`src/rtl/cc_line_deserializer_pkg.sv`:
```
// Shared constants, types and lane decode for the cache-controller line path.
// The receive side rebuilds a 512-bit line from a wrapping critical-word-first burst.
package cc_line_deserializer_pkg;

  localparam int BEAT_WIDTH = 64;
  localparam int NUM_BEATS  = 8;
  localparam int OFS_WIDTH  = 6;
  localparam int LINE_WIDTH = BEAT_WIDTH * NUM_BEATS;
  localparam int IDX_WIDTH  = $clog2(NUM_BEATS);

  typedef logic [NUM_BEATS-1:0][BEAT_WIDTH-1:0] line_t;
  typedef logic [IDX_WIDTH-1:0]                 beat_idx_t;

  typedef enum logic [1:0] {
    S_IDLE,
    S_COLLECT,
    S_FULL
  } state_t;

  localparam beat_idx_t LAST_BEAT = beat_idx_t'(NUM_BEATS - 1);

  // Start lane comes from the word-select bits of the offset; the add wraps mod NUM_BEATS.
  function automatic beat_idx_t lane_of(logic [OFS_WIDTH-1:0] ofs, beat_idx_t cnt);
    return ofs[OFS_WIDTH-1 -: IDX_WIDTH] + cnt;
  endfunction

endpackage

```
`src/rtl/cc_line_deserializer.sv`:
```
// Collects one wrapping R burst into a natural-order line and hands it to the fill path.
// Outputs are pure register / state decode; nothing combinational from inputs.
module cc_line_deserializer
  import cc_line_deserializer_pkg::*;
(
  input  logic                  clk,
  input  logic                  rst,
  input  logic                  ofs_valid_i,
  input  logic [OFS_WIDTH-1:0]  ofs_i,
  output logic                  ofs_ready_o,
  input  logic [BEAT_WIDTH-1:0] mem_rdata_i,
  input  logic                  mem_rlast_i,
  input  logic                  mem_rvalid_i,
  output logic                  mem_rready_o,
  output logic                  fill_valid_o,
  output logic [LINE_WIDTH-1:0] fill_data_o,
  output logic [OFS_WIDTH-1:0]  fill_ofs_o,
  output logic                  fill_err_o,
  input  logic                  fill_ready_i
);

  state_t               state_q, state_d;
  beat_idx_t            cnt_q;
  logic [OFS_WIDTH-1:0] ofs_q;
  logic                 err_q;
  line_t                lanes_q;

  logic beat_fire, last_beat;
  assign beat_fire = (state_q == S_COLLECT) && mem_rvalid_i;
  assign last_beat = (cnt_q == LAST_BEAT);

  always_ff @(posedge clk or posedge rst) begin
    if (rst) state_q <= S_IDLE;
    else     state_q <= state_d;
  end

  always_comb begin
    state_d      = state_q;
    ofs_ready_o  = 1'b0;
    mem_rready_o = 1'b0;
    fill_valid_o = 1'b0;
    case (state_q)
      S_IDLE: begin
        ofs_ready_o = 1'b1;
        if (ofs_valid_i) state_d = S_COLLECT;
      end
      S_COLLECT: begin
        mem_rready_o = 1'b1;
        // Either rlast or the eighth beat closes the line; mismatch is flagged as error.
        if (mem_rvalid_i && (mem_rlast_i || last_beat)) state_d = S_FULL;
      end
      S_FULL: begin
        fill_valid_o = 1'b1;
        if (fill_ready_i) state_d = S_IDLE;
      end
      default: state_d = S_IDLE;
    endcase
  end

  always_ff @(posedge clk or posedge rst) begin
    if (rst) begin
      cnt_q   <= '0;
      ofs_q   <= '0;
      err_q   <= 1'b0;
      lanes_q <= '0;
    end else if (state_q == S_IDLE && ofs_valid_i) begin
      cnt_q   <= '0;
      ofs_q   <= ofs_i;
      err_q   <= 1'b0;
      lanes_q <= '0;
    end else if (beat_fire) begin
      lanes_q[lane_of(ofs_q, cnt_q)] <= mem_rdata_i;
      cnt_q <= cnt_q + beat_idx_t'(1);
      if (mem_rlast_i != last_beat) err_q <= 1'b1;
    end
  end

  assign fill_data_o = lanes_q;
  assign fill_ofs_o  = ofs_q;
  assign fill_err_o  = err_q;

endmodule

```
`config.mk`:
```
export PLATFORM = sky130hd
export DESIGN_NAME = cc_line_deserializer
export DESIGN_NICKNAME = d
export VERILOG_FILES = /design/src/rtl/cc_line_deserializer_pkg.sv /design/src/rtl/cc_line_deserializer.sv
export SDC_FILE = /design/constraint.sdc
export NUM_CORES = 1
export LEC_CHECK = 0
export ABC_AREA = 0
export BUFFER_PORTS_ARGS = -buffer_cell sky130_fd_sc_hd__buf_4
export CAP_MARGIN = 5
export CELL_PAD_IN_SITES_DETAIL_PLACEMENT = 0
export CELL_PAD_IN_SITES_GLOBAL_PLACEMENT = 1
export CORE_ASPECT_RATIO = 0.5
export CORE_UTILIZATION = 45
export DETAILED_ROUTE_END_ITERATION = 7
export PLACE_DENSITY_LB_ADDON = 0.1
export REMOVE_ABC_BUFFERS = 1
export SKIP_LAST_GASP = 1
export SLEW_MARGIN = 5
export SYNTH_ARGS = -nofsm -noshare
export SYNTH_HDL_FRONTEND = slang
export SYNTH_SLANG_ARGS = --single-unit
```
`constraint.sdc`:
```
create_clock -name clk -period 24.6 [get_ports clk]
set_input_delay 1.23 -clock clk [delete_from_list [all_inputs] [get_ports clk]]
set_output_delay 1.23 -clock clk [all_outputs]
set_load 0.02 [all_outputs]
```
==> results.json, run 1 <==
{
  "io_buffers": 597,
  "synth-simple-area-share_pct": 10.86,
  "holdCritStartpoint": "fill_ofs_o[1]",
  "violations": "design-rule violations",
  "avgRoutedWirePerCell_um": 21.31,
  "worstSetupStartpointType": "primary input",
  "cts_inserted_buffers": 48,
  "synth.cell_area_um2": 22090,
  "worst_pin_slew_ns": 1.109,
  "dp_hpwl_mm": 40.87,
  "fill_cells": 4084,
  "start_util_pct": 46.37,
  "synthCells": 1784,
  "crit_top_cell": "buf_4",
  "area_growth_pct": 26.69,
  "core_um2": 47650,
  "fin_ws_ns": 20.24,
  "power.density_nw_per_um2": 142.0,
  "grt_max_degree": 165,
  "grt_pass1_wl_mm": 94.00,
  "detail-route-antenna-nets": 0,
  "h-tree-depth": 2,
  "mostFrequentLayoutCells": "buf_4, nand2_1, dfrtp_1",
  "yosysSeqAreaShare_pct": 59.35,
  "track_usage_pct": 24.77,
  "final_util_pct": 58.75,
  "worstSetupPathType": "in -> reg",
  "worst_setup_path_end_kind": "flop",
  "routed_wl_mm": 63.92,
  "leakage_nw": 16.80,
  "synth_fa_ha_area_share_pct": 0.3171,
  "path_cells": "buf_4 -> or3b_4 -> buf_12 -> buf_4 -> buf_4 -> nand2_1 -> mux2i_1",
  "cap_viol_max_count": 0,
  "fmax_mhz": 229.5,
  "synth-xor-area-share_pct": 0.2605,
  "r2r_slack_ns": 20.62,
  "hold_violations": 0,
  "preCtsSetupSlack_ns": 19.71,
  "ctsRootBufferMaster": "clkbuf_16",
  "drv_slew": 0,
  "crit_fanout": 164,
  "finalSetupViolCount": 0,
  "muxShareOfSynthArea_pct": 23.59,
  "hold_depth": 1,
  "drc_errors": 17,
  "hp-class": "reg -> reg",
  "setup_tns_ns": 0,
  "rsz0062_at_grt": "false",
  "cts_resized": 0,
  "synth_compound_gate_area_share_pct": 0.09061,
  "avgSynthCellArea_um2": 12.38,
  "worst_path_largest_cell_delay_ns": 0.76,
  "ir_drop_uv": 65.82,
  "cts.path.max_buffers": 3,
  "drt-pass1-iter-count": 7,
  "place_congestion": 0.7991,
  "rr_startpoint": "state_q[1]",
  "crit_arrival_ns": 4.83,
  "clock_latency_ns": 0.57,
  "ys_top_cells_by_area": "dfrtp_1, mux2i_1, nand2_1",
  "fin_crit_ns": 4.357,
  "drive_gt1_share_pct": 30.95,
  "holdPathEnd": "fill_ofs_o[1]",
  "synth.distinct_cells": 31,
  "cts_tree": "built",
  "slowest_stage": "buf_4",
  "relSlewSlack_pct": 26.08,
  "nNetsFinal": 2411,
  "die_x_um": 315.4,
  "grt_pass1_vias": 14880,
  "vias": 14890,
  "status": "finished with violations",
  "cts_sinks": 524,
  "wl_met3_mm": 2.144,
  "dr.max_layer_used": "met4",
  "detailroute.wirelength.met2_mm": 33.73,
  "initialDrtViolationCount": 1057,
  "ff2ff_path_depth": 6,
  "ys_ff_latch": 524,
  "synth.largest_area_cell": "dfrtp_1",
  "wl_met1_mm": 26.45,
  "dieArea_um2": 50040,
  "synth.top_cell.area_share_pct": 59.35,
  "synth_top_family_by_area": "multiplexers",
  "layout_commonest_cell": "buf_4",
  "cpLargestDelayFamily": "buffers and inverters",
  "n_antenna_cell": 0,
  "yosysWarnings": 0,
  "hold_ws_ns": 0.5090,
  "holdBufCountCts": 0,
  "grt-ovfl-total": 0,
  "cts_setup_buffers": 0,
  "clkSlewWorstSetupHoldPaths_ns": 0.06,
  "viasPerCell": 4.963,
  "rows": 56,
  "period_share_pct": 17.71,
  "critPathBufInv": 4,
  "skew_ns": 0.01934,
  "antenna_found_initial": 0,
  "r2r-end": "fill_data_o[448]",
  "crit_required_ns": 25.08,
  "die_h_um": 158.7,
  "num_io_pins": 598
}
## kinds of logic (layout without fill, tap and decap cells)
family | after synthesis | in the layout
muxes | 520 | 520
AOI/OAI and AO/OA | 3 | 3
and+or+nand+nor | 581 | 581
xor gates and xnor gates | 3 | 3
DFF | 524 | 524
buffers and inverters | 148 | 726
adders and majority gates | 5 | 5
## state kept, by name, summed over array words and instances (netlist names)
name         flops
cnt_q            3
fill_err_o       1
fill_ofs_o       6
state_q          2
fill_data_o    512
## layout make-up
type / count / area, µm² / area share [%]
Multi-Input combinational cell: 1112 / 7850 / 28.05
Timing Repair Buffer: 617 / 4644 / 16.59
Clock inverter: 13 / 115.1 / 0.4112
Inverter: 27 / 108.9 / 0.3889
Sequential cell: 524 / 13110 / 46.85
Clock buffer: 69 / 1361 / 4.863
Tap cell: 638 / 798.3 / 2.852
## layer usage
metal	global-route usage (%)	vias to the layer above
met2	44.72	268
li1	-	6973
met5	0	-
met1	31.07	7556
met3	3.751	91
met4	6.832	0
## power breakdown
part           switching, mW  internal, mW
registers              0.203          1.21
logic                   1.12         0.708
clock network          0.330         0.404
total                   1.65          2.33
## cells in the mapped netlist
| master | count |
|---|---|
| nand2_1 | 533 |
| dfrtp_1 | 524 |
| mux2i_1 | 514 |
| clkbuf_1 | 46 |
| buf_6 | 30 |
| inv_1 | 27 |
| buf_12 | 25 |
| nand2_4 | 20 |
| buf_2 | 12 |
| nand2_2 | 7 |
| nand3_1 | 7 |
| mux2_2 | 6 |
| buf_4 | 5 |
| nor2_1 | 5 |
| ha_1 | 4 |
| buf_1 | 3 |
| nor2b_1 | 2 |
| a21oi_1 | 1 |
| a32o_1 | 1 |
| and2_1 | 1 |
| and3_1 | 1 |
| and3_4 | 1 |
| and3b_1 | 1 |
| and4b_1 | 1 |
| and4bb_2 | 1 |
| fa_1 | 1 |
| o21ai_0 | 1 |
| or3b_1 | 1 |
| xnor2_1 | 1 |
| xnor3_2 | 1 |
| xor3_2 | 1 |
## metrics by stage
stage / cells / area [µm²] / power, mW
after floorplan: 1663 / 20970 / 2.455
after global placement: 2918 / 26510 / 3.252
after detailed placement: 2918 / 26510 / 3.276
after CTS: 3000 / 27990 / 4.018
after global routing: 3000 / 27990 / 4.176
final: 3000 / 27990 / 3.975
## worst max path at each step
stage	startpoint	endpoint	slack (ns)	depth (start not counted)
after global routing	rst	fill_data_o[335]	19.90	5
final	ofs_valid_i	fill_data_o[448]	20.24	7
after global placement	rst	fill_data_o[207]	19.67	5
after CTS	rst	fill_data_o[200]	20.34	5
after floorplan	rst	cnt_q[0]	8.73	1
after detailed placement	rst	fill_data_o[207]	19.71	5
Power figures use the tool's default switching activity.
==> inputs of run 2 (changes only) <==
--- a/config.mk
+++ b/config.mk
@@ -11,7 +11,7 @@
 export CELL_PAD_IN_SITES_DETAIL_PLACEMENT = 0
 export CELL_PAD_IN_SITES_GLOBAL_PLACEMENT = 1
 export CORE_ASPECT_RATIO = 0.5
-export CORE_UTILIZATION = 45
+export CORE_UTILIZATION = 41
 export DETAILED_ROUTE_END_ITERATION = 7
 export PLACE_DENSITY_LB_ADDON = 0.1
 export REMOVE_ABC_BUFFERS = 1
==> constraint.sdc (replaced) <==
create_clock -name clk -period 4.3 [get_ports clk]
set_input_delay 0.215 -clock clk [delete_from_list [all_inputs] [get_ports clk]]
set_output_delay 0.215 -clock clk [all_outputs]
set_load 0.02 [all_outputs]
==> results.json, run 2 (synthesized netlist as in run 1, its figures left out) <==
{
  "grt_pass1_wl_mm": 100.4,
  "drc_errors": 0,
  "fill_cells": 4724,
  "largest_register_ffs": 512,
  "layout_commonest_cell": "buf_4",
  "io_buffers": 597,
  "finalSetupViolCount": 0,
  "preCtsSetupSlack_ns": 1.303,
  "crit_required_ns": 4.75,
  "cts_setup_buffers": 0,
  "grt_max_degree": 123,
  "mostFrequentLayoutCells": "buf_4, nand2_1, dfrtp_1",
  "grt_pass1_vias": 15450,
  "clkSlewWorstSetupHoldPaths_ns": 0.07,
  "fin_ws_ns": 1.310,
  "rsz0062_at_grt": "false",
  "intPower_mw": 13.64,
  "die_x_um": 330.3,
  "worstSetupPathType": "reg -> reg",
  "nNetsFinal": 2468,
  "worst_setup_path_end_kind": "flop",
  "pwr-share-seq_pct": 35.0,
  "period_share_pct": 69.54,
  "ctsRootBufferMaster": "clkbuf_16",
  "leakage_nw": 17.19,
  "fin_crit_ns": 2.990,
  "switching_share_pct": 41.35,
  "detail-route-antenna-nets": 0,
  "cts_sinks": 524,
  "power.density_nw_per_um2": 803.3,
  "cap_viol_max_count": 0,
  "cts_resized": 0,
  "routed_wl_mm": 66.58,
  "placed_area_um2": 26860,
  "clock_latency_ns": 0.59,
  "n_antenna_cell": 0,
  "slowest_stage": "nand3_4",
  "comb_power_share_pct": 45.7,
  "path_cells": "ha_1 -> inv_1 -> fa_1 -> and4bb_2 -> nand3_4 -> buf_12 -> mux2i_1",
  "dieArea_um2": 54880,
  "rows": 59,
  "cts_inserted_buffers": 49,
  "crit_fanout": 34,
  "hp-class": "in -> reg",
  "worstSetupStartpointType": "flop",
  "h-tree-depth": 2,
  "dp_hpwl_mm": 44.48,
  "ir_drop_uv": 409.0,
  "worst_path_largest_cell_delay_ns": 0.64,
  "vias": 15200,
  "area_growth_pct": 31.00,
  "critPathBufInv": 2,
  "drv_slew": 0,
  "crit_arrival_ns": 3.44,
  "status": "finished, final reports clean",
  "cpLargestDelayFamily": "simple AND/OR/NAND/NOR gates",
  "skew_ns": 0.01687,
  "cts_tree": "built",
  "hold_violations": 0,
  "place_congestion": 0.7970,
  "drive_gt1_share_pct": 30.93,
  "start_util_pct": 42.03,
  "viasPerCell": 4.858,
  "fmax_mhz": 334.4,
  "cts.path.max_buffers": 3,
  "grt-ovfl-total": 0,
  "setup_tns_ns": 0,
  "avgRoutedWirePerCell_um": 21.28,
  "core_um2": 52560,
  "clockPowerShare_pct": 19.3,
  "holdBufCountCts": 44,
  "worst_pin_slew_ns": 0.8778,
  "finalNonFillerCells": 3129,
  "relSlewSlack_pct": 41.48,
  "initialDrtViolationCount": 832,
  "final_area_um2": 28940,
  "dp.cells": 2993,
  "num_io_pins": 598,
  "power_mw": 23.25,
  "die_h_um": 166.1,
  "power_switching_mw": 9.614,
  "track_usage_pct": 24.03,
  "drt-pass1-iter-count": 4,
  "antenna_found_initial": 0
}
[run 2: power by group through the flow]
stage	Combinational, mW	Sequential (mW)	Clock, mW
2_1_floorplan	3.17	10.2	0
3_5_place_dp	10.7	8.20	0
6_report	10.6	8.14	4.50
3_3_place_gp	10.6	8.18	0
5_1_grt	11.2	8.38	4.82
4_1_cts	10.8	8.15	4.62
[run 2: stage by stage]
step                hold slack [ns]  utilization, %
floorplan                    0.3660               -
global placement             0.3444           51.10
detailed placement           0.3410           51.10
CTS                        0.002614           55.07
global route                0.02521           55.07
finish                      0.01804           55.07
[run 2: final timing paths]
path	startpoint	to	slack, ns	depth (start not counted)
max in group asynchronous	rst	fill_data_o[116]	2.92	4
min in group asynchronous	rst	fill_data_o[351]	0.27	3
setup / recovery	fill_ofs_o[3]	fill_data_o[474]	1.31	7
hold / removal	mem_rdata_i[47]	fill_data_o[431]	0.02	3
setup reg to reg	fill_ofs_o[3]	fill_data_o[474]	1.31	7
hold reg to reg	fill_ofs_o[1]	fill_ofs_o[1]	0.52	1
[run 2: cell type report]
cell class,instances,area [µm²],area share [%]
clock buffer,80,1515,5.235
clock inverter,12,128.9,0.4453
inverter,27,108.9,0.3761
multi-input combinational,1112,7850,27.12
sequential,524,13110,45.31
tap,701,877.1,3.030
timing repair buffer,673,5350,18.49
[run 2: per-layer routing]
metal  GRT usage, %  vias up  wire [µm]
li1               -     7088          -
met1          30.00     7727      27370
met2          42.37      268      34740
met3          3.524      119       2108
met4          8.375        0       2364
met5              0        -          0
[run 2: worst min-delay path: stages]
cell and delay, ns:
buf_4 0.07, inv_1 0.12, mux2i_1 0.15
==> inputs of run 3 (changes only) <==
==> constraint.sdc (replaced) <==
create_clock -name clk -period 2.9 [get_ports clk]
set_input_delay 0.145 -clock clk [delete_from_list [all_inputs] [get_ports clk]]
set_output_delay 0.145 -clock clk [all_outputs]
set_load 0.02 [all_outputs]
==> results.json, run 3 (synthesized netlist as in run 1, its figures left out) <==
{
  "cpLargestDelayFamily": "simple AND/OR/NAND/NOR gates",
  "cts_resized": 0,
  "grt_pass1_vias": 15900,
  "mostFrequentLayoutCells": "buf_4, nand2_1, dfrtp_1",
  "r2r_slack_ns": 0.31,
  "rr_startpoint": "cnt_q[0]",
  "h-tree-depth": 2,
  "cap_viol_max_count": 0,
  "fill_cells": 4576,
  "worstSetupPathType": "reg -> reg",
  "r2r-end": "fill_data_o[390]",
  "dieArea_um2": 54880,
  "num_io_pins": 598,
  "start_util_pct": 42.03,
  "die_h_um": 166.1,
  "hold_violations": 0,
  "skew_ns": 0.01763,
  "status": "finished, final reports clean",
  "grt-ovfl-total": 0,
  "cts_setup_buffers": 0,
  "relSlewSlack_pct": 58.11,
  "initialDrtViolationCount": 887,
  "finalSetupViolCount": 0,
  "core_um2": 52560,
  "drc_errors": 0,
  "slowest_stage": "and4bb_2",
  "drive_gt1_share_pct": 31.49,
  "crit_arrival_ns": 3.01,
  "final_util_pct": 55.90,
  "clock_latency_ns": 0.57,
  "rsz0062_at_grt": "false",
  "grt_max_degree": 95,
  "grt_pass1_wl_mm": 103.4,
  "holdBufCountCts": 57,
  "fin_crit_ns": 2.585,
  "worstSetupStartpointType": "flop",
  "area_growth_pct": 32.98,
  "crit_fanout": 16,
  "critPathBufInv": 2,
  "layout_commonest_cell": "buf_4",
  "detail-route-antenna-nets": 0,
  "ctsRootBufferMaster": "clkbuf_16",
  "period_share_pct": 89.14,
  "leakage_nw": 17.41,
  "vias": 15500,
  "track_usage_pct": 24.85,
  "setup_tns_ns": 0,
  "viasPerCell": 4.894,
  "cts_sinks": 524,
  "holdCritStartpoint": "mem_rdata_i[56]",
  "cts_tree": "built",
  "hold_depth": 3,
  "power.density_nw_per_um2": 1176,
  "path_cells": "ha_1 -> inv_1 -> fa_1 -> and4bb_2 -> nand3_4 -> buf_4 -> mux2i_1",
  "io_buffers": 597,
  "clkSlewWorstSetupHoldPaths_ns": 0.06,
  "avgRoutedWirePerCell_um": 21.69,
  "nNetsFinal": 2514,
  "die_x_um": 330.3,
  "drt-pass1-iter-count": 4,
  "hold_ws_ns": 0.03241,
  "cts_inserted_buffers": 48,
  "rows": 59,
  "ir_drop_uv": 497.8,
  "cts.path.max_buffers": 3,
  "worst_path_largest_cell_delay_ns": 0.46,
  "place_congestion": 0.7977,
  "worst_setup_path_end_kind": "flop",
  "dp_hpwl_mm": 46.63,
  "antenna_found_initial": 1,
  "fmax_mhz": 386.8,
  "routed_wl_mm": 68.70,
  "power_mw": 34.56,
  "hp-class": "in -> reg",
  "ff2ff_path_depth": 7,
  "largest_register_ffs": 512,
  "drv_slew": 0,
  "holdPathEnd": "fill_data_o[440]",
  "crit_required_ns": 3.33,
  "worst_pin_slew_ns": 0.6284
}
## run 3: per-layer routing
metal  routed length (µm)  share of wire (%)  vias up  global-route usage (%)
met3                 1915                2.8      102                   3.500
met1                28880                 42     7946                   31.79
met4                 2276                3.3        0                   8.014
met5                    0                  0        -                       0
met2                35630                 52      273                   43.31
li1                     -                  -     7177                       -
## run 3: per-stage QoR
stage | instances | area [µm²] | setup WS [ns]
after global placement | 3027 | 27310 | 0.3513
after CTS | 3165 | 29370 | 0.3246
after detailed placement | 3027 | 27310 | 0.3241
after floorplan | 1663 | 20970 | -11.89
final | 3167 | 29380 | 0.3148
after global routing | 3166 | 29380 | 0.2367
## run 3: layout make-up
class                      instances  area (µm²)  area share (%)
sequential                       524       13110           44.63
tap                              701       877.1           2.985
multi-input combinational       1112        7850           26.72
timing repair buffer             720        5936           20.20
antenna                            2       5.005         0.01704
clock inverter                    13       142.6          0.4855
inverter                          27       108.9          0.3705
clock buffer                      68        1348           4.587
## run 3: worst max-delay path by stage
| stage | startpoint | endpoint | cells after the start |
|---|---|---|---|
| after floorplan | rst | cnt_q[0] | 1 |
| after global placement | fill_ofs_o[3] | fill_data_o[389] | 7 |
| after detailed placement | cnt_q[0] | fill_data_o[418] | 7 |
| after CTS | cnt_q[0] | fill_data_o[390] | 7 |
| after global routing | cnt_q[0] | fill_data_o[418] | 7 |
| final | cnt_q[0] | fill_data_o[390] | 7 |
## run 3: power by group
group          leakage [nW]  internal [mW]  switching [mW]
clock                 0.734           3.49            2.82
combinational          9.45           6.44            9.66
sequential             7.22           10.3            1.85
total                  17.4           20.2            14.3
## run 3: worst register-to-register path: stages, from the launching register on
cell and delay (ns):
dfrtp_1 0.41, ha_1 0.19, inv_1 0.06, fa_1 0.42
and4bb_2 0.46, nand3_4 0.41, buf_4 0.37, mux2i_1 0.14
